<file path="src/rtl/uart_alu_pkg.sv">
// Shared definitions for the UART ALU link: master FSM states, default word
// width and the opcode set understood by the remote ALU.
package uart_alu_pkg;

  localparam int WIDTH_WORD_DEF = 8;

  localparam logic [3:0] ST_IDLE     = 4'd0;
  localparam logic [3:0] ST_SEND_A   = 4'd1;
  localparam logic [3:0] ST_WAIT_A   = 4'd2;
  localparam logic [3:0] ST_SEND_B   = 4'd3;
  localparam logic [3:0] ST_WAIT_B   = 4'd4;
  localparam logic [3:0] ST_SEND_OP  = 4'd5;
  localparam logic [3:0] ST_WAIT_OP  = 4'd6;
  localparam logic [3:0] ST_WAIT_RES = 4'd7;
  localparam logic [3:0] ST_DONE     = 4'd8;

  typedef enum logic [3:0] {
    IDLE     = ST_IDLE,
    SEND_A   = ST_SEND_A,
    WAIT_A   = ST_WAIT_A,
    SEND_B   = ST_SEND_B,
    WAIT_B   = ST_WAIT_B,
    SEND_OP  = ST_SEND_OP,
    WAIT_OP  = ST_WAIT_OP,
    WAIT_RES = ST_WAIT_RES,
    DONE     = ST_DONE
  } state_e;

  localparam logic [7:0] OP_ADD = 8'h20;
  localparam logic [7:0] OP_SUB = 8'h22;
  localparam logic [7:0] OP_AND = 8'h24;
  localparam logic [7:0] OP_OR  = 8'h25;
  localparam logic [7:0] OP_XOR = 8'h26;
  localparam logic [7:0] OP_SRA = 8'h03;
  localparam logic [7:0] OP_SRL = 8'h02;
  localparam logic [7:0] OP_NOR = 8'h27;

endpackage

</file>
<file path="src/rtl/uart_alu_master_timeout_counter.sv">
// Wait-state watchdog: counts enabled cycles since the last clear and flags
// the cycle in which the count reaches TIMEOUT_CYCLES-1.
module timeout_counter #(
  parameter int TIMEOUT_CYCLES = 2_000_000
) (
  input  logic clk,
  input  logic rst,
  input  logic clear,
  input  logic enable,
  output logic expired
);
  localparam int CW = (TIMEOUT_CYCLES > 1) ? $clog2(TIMEOUT_CYCLES) : 1;
  localparam logic [CW-1:0] LAST = CW'(TIMEOUT_CYCLES - 1);

  logic [CW-1:0] count_q, count_d;

  always_comb begin
    count_d = count_q;
    if (clear) begin
      count_d = '0;
    end else if (enable && (count_q != LAST)) begin
      count_d = count_q + CW'(1);
    end
  end

  always_ff @(posedge clk or posedge rst) begin
    if (rst) begin
      count_q <= '0;
    end else begin
      count_q <= count_d;
    end
  end

  assign expired = enable && (count_q == LAST);

endmodule

</file>
<file path="src/rtl/uart_alu_master.sv">
// Initiator of the UART ALU link: sends A, B and opcode through tx, then
// waits for the single result byte from rx, with a watchdog on every wait.
module uart_alu_master
  import uart_alu_pkg::*;
#(
  parameter int WIDTH_WORD     = WIDTH_WORD_DEF,
  parameter int TIMEOUT_CYCLES = 2_000_000
) (
  input  logic                  i_clock,
  input  logic                  i_reset,
  input  logic                  i_start,
  input  logic [WIDTH_WORD-1:0] i_dato_A,
  input  logic [WIDTH_WORD-1:0] i_dato_B,
  input  logic [WIDTH_WORD-1:0] i_opcode,
  output logic                  o_busy,
  output logic                  o_done,
  output logic                  o_timeout,
  output logic [WIDTH_WORD-1:0] o_resultado,
  output logic                  o_tx_start,
  output logic [WIDTH_WORD-1:0] o_data_tx,
  input  logic                  i_tx_done,
  input  logic                  i_rx_done,
  input  logic [WIDTH_WORD-1:0] i_data_rx
);
  // Handshake: o_tx_start pulses one cycle with o_data_tx already valid and
  // held until i_tx_done; i_rx_done qualifies i_data_rx for that cycle only.

  state_e                state_q, state_d;
  logic [WIDTH_WORD-1:0] a_q, a_d, b_q, b_d, op_q, op_d;
  logic [WIDTH_WORD-1:0] data_tx_q, data_tx_d;
  logic [WIDTH_WORD-1:0] res_q, res_d;
  logic                  timeout_q, timeout_d;
  logic                  in_wait, expired;

  assign in_wait = (state_q == WAIT_A) || (state_q == WAIT_B) ||
                   (state_q == WAIT_OP) || (state_q == WAIT_RES);

  // Any state change restarts the count, so each WAIT_x starts from zero.
  timeout_counter #(.TIMEOUT_CYCLES(TIMEOUT_CYCLES)) u_timeout (
    .clk    (i_clock),
    .rst    (i_reset),
    .clear  (state_d != state_q),
    .enable (in_wait),
    .expired(expired)
  );

  always_comb begin
    state_d   = state_q;
    a_d       = a_q;
    b_d       = b_q;
    op_d      = op_q;
    data_tx_d = data_tx_q;
    res_d     = res_q;
    timeout_d = 1'b0;
    case (state_q)
      IDLE: begin
        if (i_start) begin
          a_d       = i_dato_A;
          b_d       = i_dato_B;
          op_d      = i_opcode;
          data_tx_d = i_dato_A;
          state_d   = SEND_A;
        end
      end
      SEND_A:  state_d = WAIT_A;
      SEND_B:  state_d = WAIT_B;
      SEND_OP: state_d = WAIT_OP;
      WAIT_A: begin
        if (i_tx_done) begin
          data_tx_d = b_q;
          state_d   = SEND_B;
        end else if (expired) begin
          timeout_d = 1'b1;
          state_d   = IDLE;
        end
      end
      WAIT_B: begin
        if (i_tx_done) begin
          data_tx_d = op_q;
          state_d   = SEND_OP;
        end else if (expired) begin
          timeout_d = 1'b1;
          state_d   = IDLE;
        end
      end
      WAIT_OP: begin
        // A result byte racing the last tx_done is dropped with the rest.
        if (i_tx_done) begin
          state_d = WAIT_RES;
        end else if (expired) begin
          timeout_d = 1'b1;
          state_d   = IDLE;
        end
      end
      WAIT_RES: begin
        if (i_rx_done) begin
          res_d   = i_data_rx;
          state_d = DONE;
        end else if (expired) begin
          timeout_d = 1'b1;
          state_d   = IDLE;
        end
      end
      DONE:    state_d = IDLE;
      default: state_d = IDLE;
    endcase
  end

  always_ff @(posedge i_clock or posedge i_reset) begin
    if (i_reset) begin
      state_q   <= IDLE;
      a_q       <= '0;
      b_q       <= '0;
      op_q      <= '0;
      data_tx_q <= '0;
      res_q     <= '0;
      timeout_q <= 1'b0;
    end else begin
      state_q   <= state_d;
      a_q       <= a_d;
      b_q       <= b_d;
      op_q      <= op_d;
      data_tx_q <= data_tx_d;
      res_q     <= res_d;
      timeout_q <= timeout_d;
    end
  end

  assign o_busy      = (state_q != IDLE);
  assign o_done      = (state_q == DONE);
  assign o_tx_start  = (state_q == SEND_A) || (state_q == SEND_B) || (state_q == SEND_OP);
  assign o_timeout   = timeout_q;
  assign o_resultado = res_q;
  assign o_data_tx   = data_tx_q;

endmodule

</file>
<file path="config.mk">
export PLATFORM = sky130hd
export DESIGN_NAME = uart_alu_master
export DESIGN_NICKNAME = d
export VERILOG_FILES = /design/src/rtl/uart_alu_pkg.sv /design/src/rtl/uart_alu_master_timeout_counter.sv /design/src/rtl/uart_alu_master.sv
export SDC_FILE = /design/constraint.sdc
export NUM_CORES = 1
export LEC_CHECK = 0
export CORE_AREA = 5 5 86 88
export DETAILED_ROUTE_END_ITERATION = 16
export DIE_AREA = 0 0 91 93
export GPL_ROUTABILITY_DRIVEN = 0
export PLACE_DENSITY = 0.75
export SYNTH_ARGS = -nofsm -noshare
export SYNTH_HDL_FRONTEND = slang
export SYNTH_SLANG_ARGS = --single-unit
</file>
<file path="constraint.sdc">
create_clock -name i_clock -period 5.6 [get_ports i_clock]
set_clock_uncertainty 0.1 [all_clocks]
set_input_delay 1.12 -clock i_clock [delete_from_list [all_inputs] [get_ports i_clock]]
set_output_delay 1.12 -clock i_clock [all_outputs]
set_load 0.01 [all_outputs]
</file>
======== Yosys cells after proc, flatten, opt, wreduce, memory -nomap -nowiden ========
Cells that the tools add are included.
storage, ports and cells
  word-level logic and storage cells ...... 54
  register bits ........................... 58
  input bits .............................. 37
operators by class
  multiplexer cells ....................... 17
  equal/unequal tests ..................... 14
  reduce and logical (&&, ||, !) cells .... 15
  $add $sub $neg .......................... 1
operators with widths
  operator                                             number
  two-way mux 21 bit                                   2
  case mux 4 bit (8 select lines)                      1
  two-way mux 4 bit                                    6
  two-way mux 8 bit                                    3
  case mux 8 bit (3 select lines)                      1
  adder 21 x 1 -> 21 bit, second input constant        1
  equality test 21 bit, second input constant          1
  != test 21 bit, second input constant                1
  equality test 4 x 3 -> 1 bit, second input constant  4
  equality test 4 x 2 -> 1 bit, second input constant  2
  != test 2 bit, second input constant                 3
  logical OR 1 bit                                     5
  equality test 4 x 1 -> 1 bit, second input constant  1
  equality test 4 bit, second input constant           1
  logical NOT 4 bit                                    1
  != test 4 bit                                        1
  AND reduction 2 bit                                  2
  AND reduction 4 bit                                  1
  nonzero test 4 bit                                   1
  two-way mux 1 bit                                    3
  nonzero test 3 bit                                   1
  OR reduction 3 bit                                   1
  logical AND 1 bit                                    2
  case mux 1 bit (2 select lines)                      1
  nonzero test 2 bit                                   1

======== Longest topological paths before layout ========
  word-level depth ........................ 10
  mapped depth ............................ 8

======== Modules after synthesis ========
A second synthesis with hierarchy kept.
unflattened totals
  cell total of the unflattened synthesis .. 252
  area total of the unflattened synthesis .. 2,857.7 um^2
by module, submodules not included
  module           instances  area an instance (um^2)  cells each
  uart_alu_master  1          1,712.9                  130
  timeout_counter  1          1,144.8                  122

======== Worst setup path before layout ========
OpenSTA, ideal clock, no wires.
  path type ............................... register to output
  start ................................... reg state_q[2]
  end ..................................... out o_tx_start
  stages on the path, launching flop included .. 5
  setup slack ............................. 3.041 ns
  required time ........................... 4.380 ns
  data arrival time ....................... 1.339 ns
  path buffers ............................ 3
  cells stage by stage .................... dfrtp_1 > clkbuf_1 > clkbuf_1 > buf_1 > a21boi_0
on the way
  word-level cells in the longest chain between the ends .. 3
  elaborated cells between the ends (all ways) .. 5
  those cells by class .................... 3 x eq/ne; 2 x reduce/logical
ends and longest elaborated chain
  element                                                                              line                    RTL
  from (decl)                                                                          uart_alu_master.sv:28   state_e state_q, state_d;
  from (signal assigned)                                                               uart_alu_master.sv:119  state_q <= state_d;
  equality test 4 x 1 -> 1 bit / equality test 4 x 2 -> 1 bit (equally long branches)  uart_alu_master.sv:131  assign o_tx_start = (state_q == SEND_A) || (state_q == SEND_B) || (state_q == SEND_OP);
  logical OR 1 bit                                                                     uart_alu_master.sv:131
  logical OR 1 bit (*)                                                                 uart_alu_master.sv:131
  to (decl)                                                                            uart_alu_master.sv:19   output logic o_tx_start,
Mark *: on every way between the ends. The rest lies on a longest branch, timed or not.

======== Worst setup path after layout ========
  start ................................... reg state_q[3]
  end ..................................... out o_busy
on the way
  word-level cells in the longest chain between the ends .. 1
ends and longest elaborated chain
  element             line                    RTL
  nonzero test 4 bit  uart_alu_master.sv:129  assign o_busy = (state_q != IDLE);
  to (decl)           uart_alu_master.sv:15   output logic o_busy,
No other way between the ends.

==> metrics.txt <==
# TYPE chip_impl_metric gauge
chip_impl_metric{name="finalCoreUtilization",unit=""} 0.590
chip_impl_metric{name="timing.max_cap.violations",unit=""} 0
chip_impl_metric{name="width_of_the_chip",unit="um"} 91
chip_impl_metric{name="postLayoutSetupSlackWorst",unit="ns"} 2.21
chip_impl_metric{name="drtIter0Drc",unit=""} 135
chip_impl_metric{name="synth.mux.area_fraction",unit=""} 0.0926
chip_impl_metric{name="site_row_count",unit=""} 30
chip_impl_info{name="synthFlopType",value="sky130_fd_sc_hd__dfrtp_1"} 1
chip_impl_metric{name="count_of_boundary_i_o_pins",unit=""} 57
chip_impl_metric{name="first_pass_iters",unit=""} 4
chip_impl_metric{name="dieArea",unit="um^2"} 8460
chip_impl_metric{name="synthToLayoutAreaGrowth",unit="%"} 23.6
chip_impl_metric{name="via_count",unit=""} 2554
chip_impl_metric{name="syn_area",unit="um^2"} 3140
chip_impl_metric{name="yosysWarnings",unit=""} 0
chip_impl_metric{name="pwr_density_cell",unit="nW/um^2"} 461
chip_impl_info{name="crit-reg2reg-launch",value="u_timeout.count_q[9]$_DFFE_PP0P_"} 1
chip_impl_metric{name="finish.net_count",unit=""} 388
chip_impl_metric{name="ratio_of_routed_vias_to_standard_cells",unit=""} 5.87
chip_impl_metric{name="synth_adder_area_share",unit=""} 0.00718
chip_impl_info{name="worstHoldPathType",value="flop to flop"} 1
chip_impl_metric{name="setup_total_negative_slack",unit="ns"} 0
chip_impl_metric{name="slew-limit-headroom",unit=""} 0.425
chip_impl_metric{name="grt_overflow_total",unit=""} 0
chip_impl_metric{name="latest_clock_arrival_within_the_worst_skew_pair",unit="ns"} 0.33
chip_impl_metric{name="max_clock_freq",unit="MHz"} 295
chip_impl_metric{name="drt-total-wl",unit="mm"} 6.74
chip_impl_info{name="sequence_of_cells_on_the_critical_path",value="nor2_1 > nand2_1 > clkdlybuf4s50_1"} 1
chip_impl_info{name="outcome",value="finished, final reports clean"} 1
chip_impl_metric{name="worst-slew-pin-transition",unit="ns"} 0.860
chip_impl_metric{name="regToRegSetupSlack",unit="ns"} 2.60
chip_impl_info{name="worstSetupStartpoint",value="state_q[3]$_DFF_PP0_"} 1
chip_impl_metric{name="cts.htree.levels",unit=""} 3
chip_impl_metric{name="worst-r2r-cell-count",unit=""} 5
chip_impl_metric{name="synthXorXnorAreaFrac",unit=""} 0.0447
chip_impl_metric{name="final.period_utilization",unit=""} 0.606
chip_impl_metric{name="cts-hold-fix-buffers",unit=""} 0
chip_impl_metric{name="postSynth.asyncResetShare",unit=""} 1.00
chip_impl_metric{name="starting_utilization_of_the_core_area",unit=""} 0.477
chip_impl_metric{name="drive_above_1_share",unit=""} 0.149
chip_impl_metric{name="yosysSeqAreaShare",unit=""} 0.463
chip_impl_metric{name="cts_post_setup_buffers_inserted",unit=""} 0
chip_impl_info{name="setup.worst_path.start_class",value="flop"} 1
chip_impl_metric{name="netlist-cell-type-count",unit=""} 55
chip_impl_metric{name="detailed_place_hpwl",unit="mm"} 4.80
chip_impl_metric{name="timing.final.hold_violations",unit=""} 0
chip_impl_metric{name="synthesis.instances",unit=""} 304
chip_impl_metric{name="timing.critical_path.required",unit="ns"} 4.38
chip_impl_metric{name="max-vdd-ir-drop",unit="mV"} 0.287
chip_impl_metric{name="maxSlewViolCount",unit=""} 0
chip_impl_metric{name="clock-sinks",unit=""} 58
chip_impl_metric{name="finalSetupViolCount",unit=""} 0
chip_impl_metric{name="antenna_found_initial",unit=""} 0
chip_impl_metric{name="track_usage",unit=""} 0.168
chip_impl_info{name="cts_tree",value="built"} 1
chip_impl_metric{name="synth-compound-area-share",unit=""} 0.147
chip_impl_metric{name="critPathMaxStageDelay",unit="ns"} 0.61
chip_impl_metric{name="layout_min_cycle_time",unit="ns"} 3.39
chip_impl_metric{name="coreArea",unit="um^2"} 6570
chip_impl_metric{name="synth_simple_gate_area_share",unit=""} 0.198
chip_impl_info{name="synth_top_family_by_area",value="simple AND/OR/NAND/NOR gates"} 1
chip_impl_info{name="critical_path_sink_type",value="output port"} 1
chip_impl_metric{name="antenna_cells_inserted",unit=""} 0
chip_impl_metric{name="synth_net_count",unit=""} 342
chip_impl_metric{name="path_clk_slew",unit="ns"} 0.06
chip_impl_metric{name="worst-path-max-fanout",unit=""} 18
chip_impl_metric{name="clockBufferDepth",unit=""} 2
chip_impl_info{name="timing.setup.critical_path_class",value="flop to output port"} 1
chip_impl_metric{name="leakage",unit="uW"} 0.00152
chip_impl_metric{name="post_cts_resized",unit=""} 0
chip_impl_metric{name="via_count_of_the_first_global_routing_pass",unit=""} 2514
chip_impl_metric{name="grt_pass1_wl",unit="mm"} 11.8
chip_impl_metric{name="post_synth.cell_area_avg",unit="um^2"} 10.3
chip_impl_info{name="critical-path-slowest-cell",value="sky130_fd_sc_hd__nor2_1"} 1
chip_impl_metric{name="maximum_number_of_pins_on_one_net_before_global_route_repair",unit=""} 59
chip_impl_metric{name="drc_errors_left",unit=""} 0
chip_impl_metric{name="ant_nets",unit=""} 0
chip_impl_metric{name="placement.io_buffers",unit=""} 56
chip_impl_info{name="cts-root-buf",value="sky130_fd_sc_hd__clkbuf_8"} 1
chip_impl_info{name="rsz0062_at_grt",value="false"} 1
chip_impl_info{name="endpoint",value="o_busy"} 1
chip_impl_metric{name="die_y",unit="um"} 93
chip_impl_metric{name="pre_cts_slack",unit="ns"} 2.28
chip_impl_metric{name="per_cell_routed_wire_length",unit="um"} 15.5
chip_impl_metric{name="cts_made_buffers",unit=""} 9
chip_impl_metric{name="postSynthRegisterBits",unit=""} 58
chip_impl_metric{name="critical_path_data_arrival_time",unit="ns"} 2.17
chip_impl_info{name="regToRegEndpoint",value="u_timeout.count_q[13]$_DFFE_PP0P_"} 1
chip_impl_metric{name="synth_edf_count",unit=""} 0
-- where the power goes --
part | leakage [uW] | switching (uW) | internal, uW
Combinational | 0.000678 | 372 | 371
Clock | 0.0000965 | 159 | 196
Sequential | 0.000746 | 138 | 550
Total | 0.00152 | 670 | 1120
-- layer usage --
metal / global-route usage / vias up / routed length [um]
li1: - / 1228 / -
met1: 0.217 / 1227 / 2950
met2: 0.270 / 85 / 3270
met3: 0.0378 / 14 / 409
met4: 0.0770 / 0 / 121
met5: 0 / - / 0
-- worst min path at each step --
stage / start / endpoint / cells after the start
final: o_data_tx[6]$_DFFE_PP0P_ / o_data_tx[6]$_DFFE_PP0P_ / 2
after global routing: b_q[4]$_DFFE_PP0P_ / b_q[4]$_DFFE_PP0P_ / 1
after CTS: o_data_tx[6]$_DFFE_PP0P_ / o_data_tx[6]$_DFFE_PP0P_ / 2
after detailed placement: o_data_tx[1]$_DFFE_PP0P_ / o_data_tx[1]$_DFFE_PP0P_ / 2
after global placement: o_data_tx[7]$_DFFE_PP0P_ / o_data_tx[7]$_DFFE_PP0P_ / 2
after floorplan: b_q[2]$_DFFE_PP0P_ / b_q[2]$_DFFE_PP0P_ / 1
-- per-stage QoR --
step / power, uW / hold WS [ns] / cells / area [um^2]
4_1_cts: 1800 / 0.395 / 435 / 3870
3_3_place_gp: 1420 / 0.367 / 419 / 3690
3_5_place_dp: 1440 / 0.381 / 419 / 3690
6_report: 1790 / 0.383 / 435 / 3870
5_1_grt: 1920 / 0.426 / 435 / 3870
2_1_floorplan: 1200 / 0.370 / 304 / 3140
-- registers in the layout, indices dropped and copies added (netlist names) --
signal	cells
u_timeout.count_q	21
b_q	8
o_data_tx	8
o_resultado	8
op_q	8
state_q	4
o_timeout	1
-- logic make-up after synthesis --
| family | after synthesis |
|---|---|
| xor gates and xnor gates | 16 |
| muxes | 26 |
| AOI/OAI and AO/OA | 70 |
| DFF | 58 |
| adders and majority gates | 2 |
| and+or+nand+nor | 102 |
| buffers and inverters | 30 |
-- critical path: cells and delay by family, from the launching register on --
kind,cells,cell delay [ns]
buffers and inverters,1,0.52
DFF,1,0.56
and+or+nand+nor,2,0.76
-- cell usage after synthesis, drive strengths merged (7+ instances only) --
cell type | n | area [um^2]
dfrtp | 58 | 1450
o21ai | 28 | 140
mux2 | 24 | 270
nand2 | 22 | 85.1
nor3 | 18 | 90.1
clkbuf | 13 | 48.8
buf | 11 | 77.6
xnor2 | 11 | 96.3
o22ai | 8 | 50.1
a211oi | 7 | 65.1
nand4 | 7 | 43.8
nor4 | 7 | 58.8
-- area by class of cell --
class | count | area, um^2
fill | 560 | 2690
clock buffer | 14 | 173
timing repair buffer | 59 | 583
multi-input combinational | 216 | 1540
sequential | 58 | 1450
tap | 80 | 100
clock inverter | 2 | 10.0
inverter | 6 | 22.5
-- placed cells by master, fill, tap and decap left out, drive strengths merged, types with 3 or more instances in the layout --
master	n
o221ai	4
clkbuf	14
a211oi	7
o22ai	8
nor2	5
xor2	5
nand4	7
or3b	4
and4	6
o21ai	28
and3	4
xnor2	11
nand3b	3
nor3b	4
mux2	24
o211ai	4
nand2	22
nor4	7
or4	5
buf	3
nor3	18
nand3	6
inv	6
a21oi	3
a2111oi	3
dfrtp	58
clkdlybuf4s50	56
No activity file was read; power rests on OpenSTA's default activity.
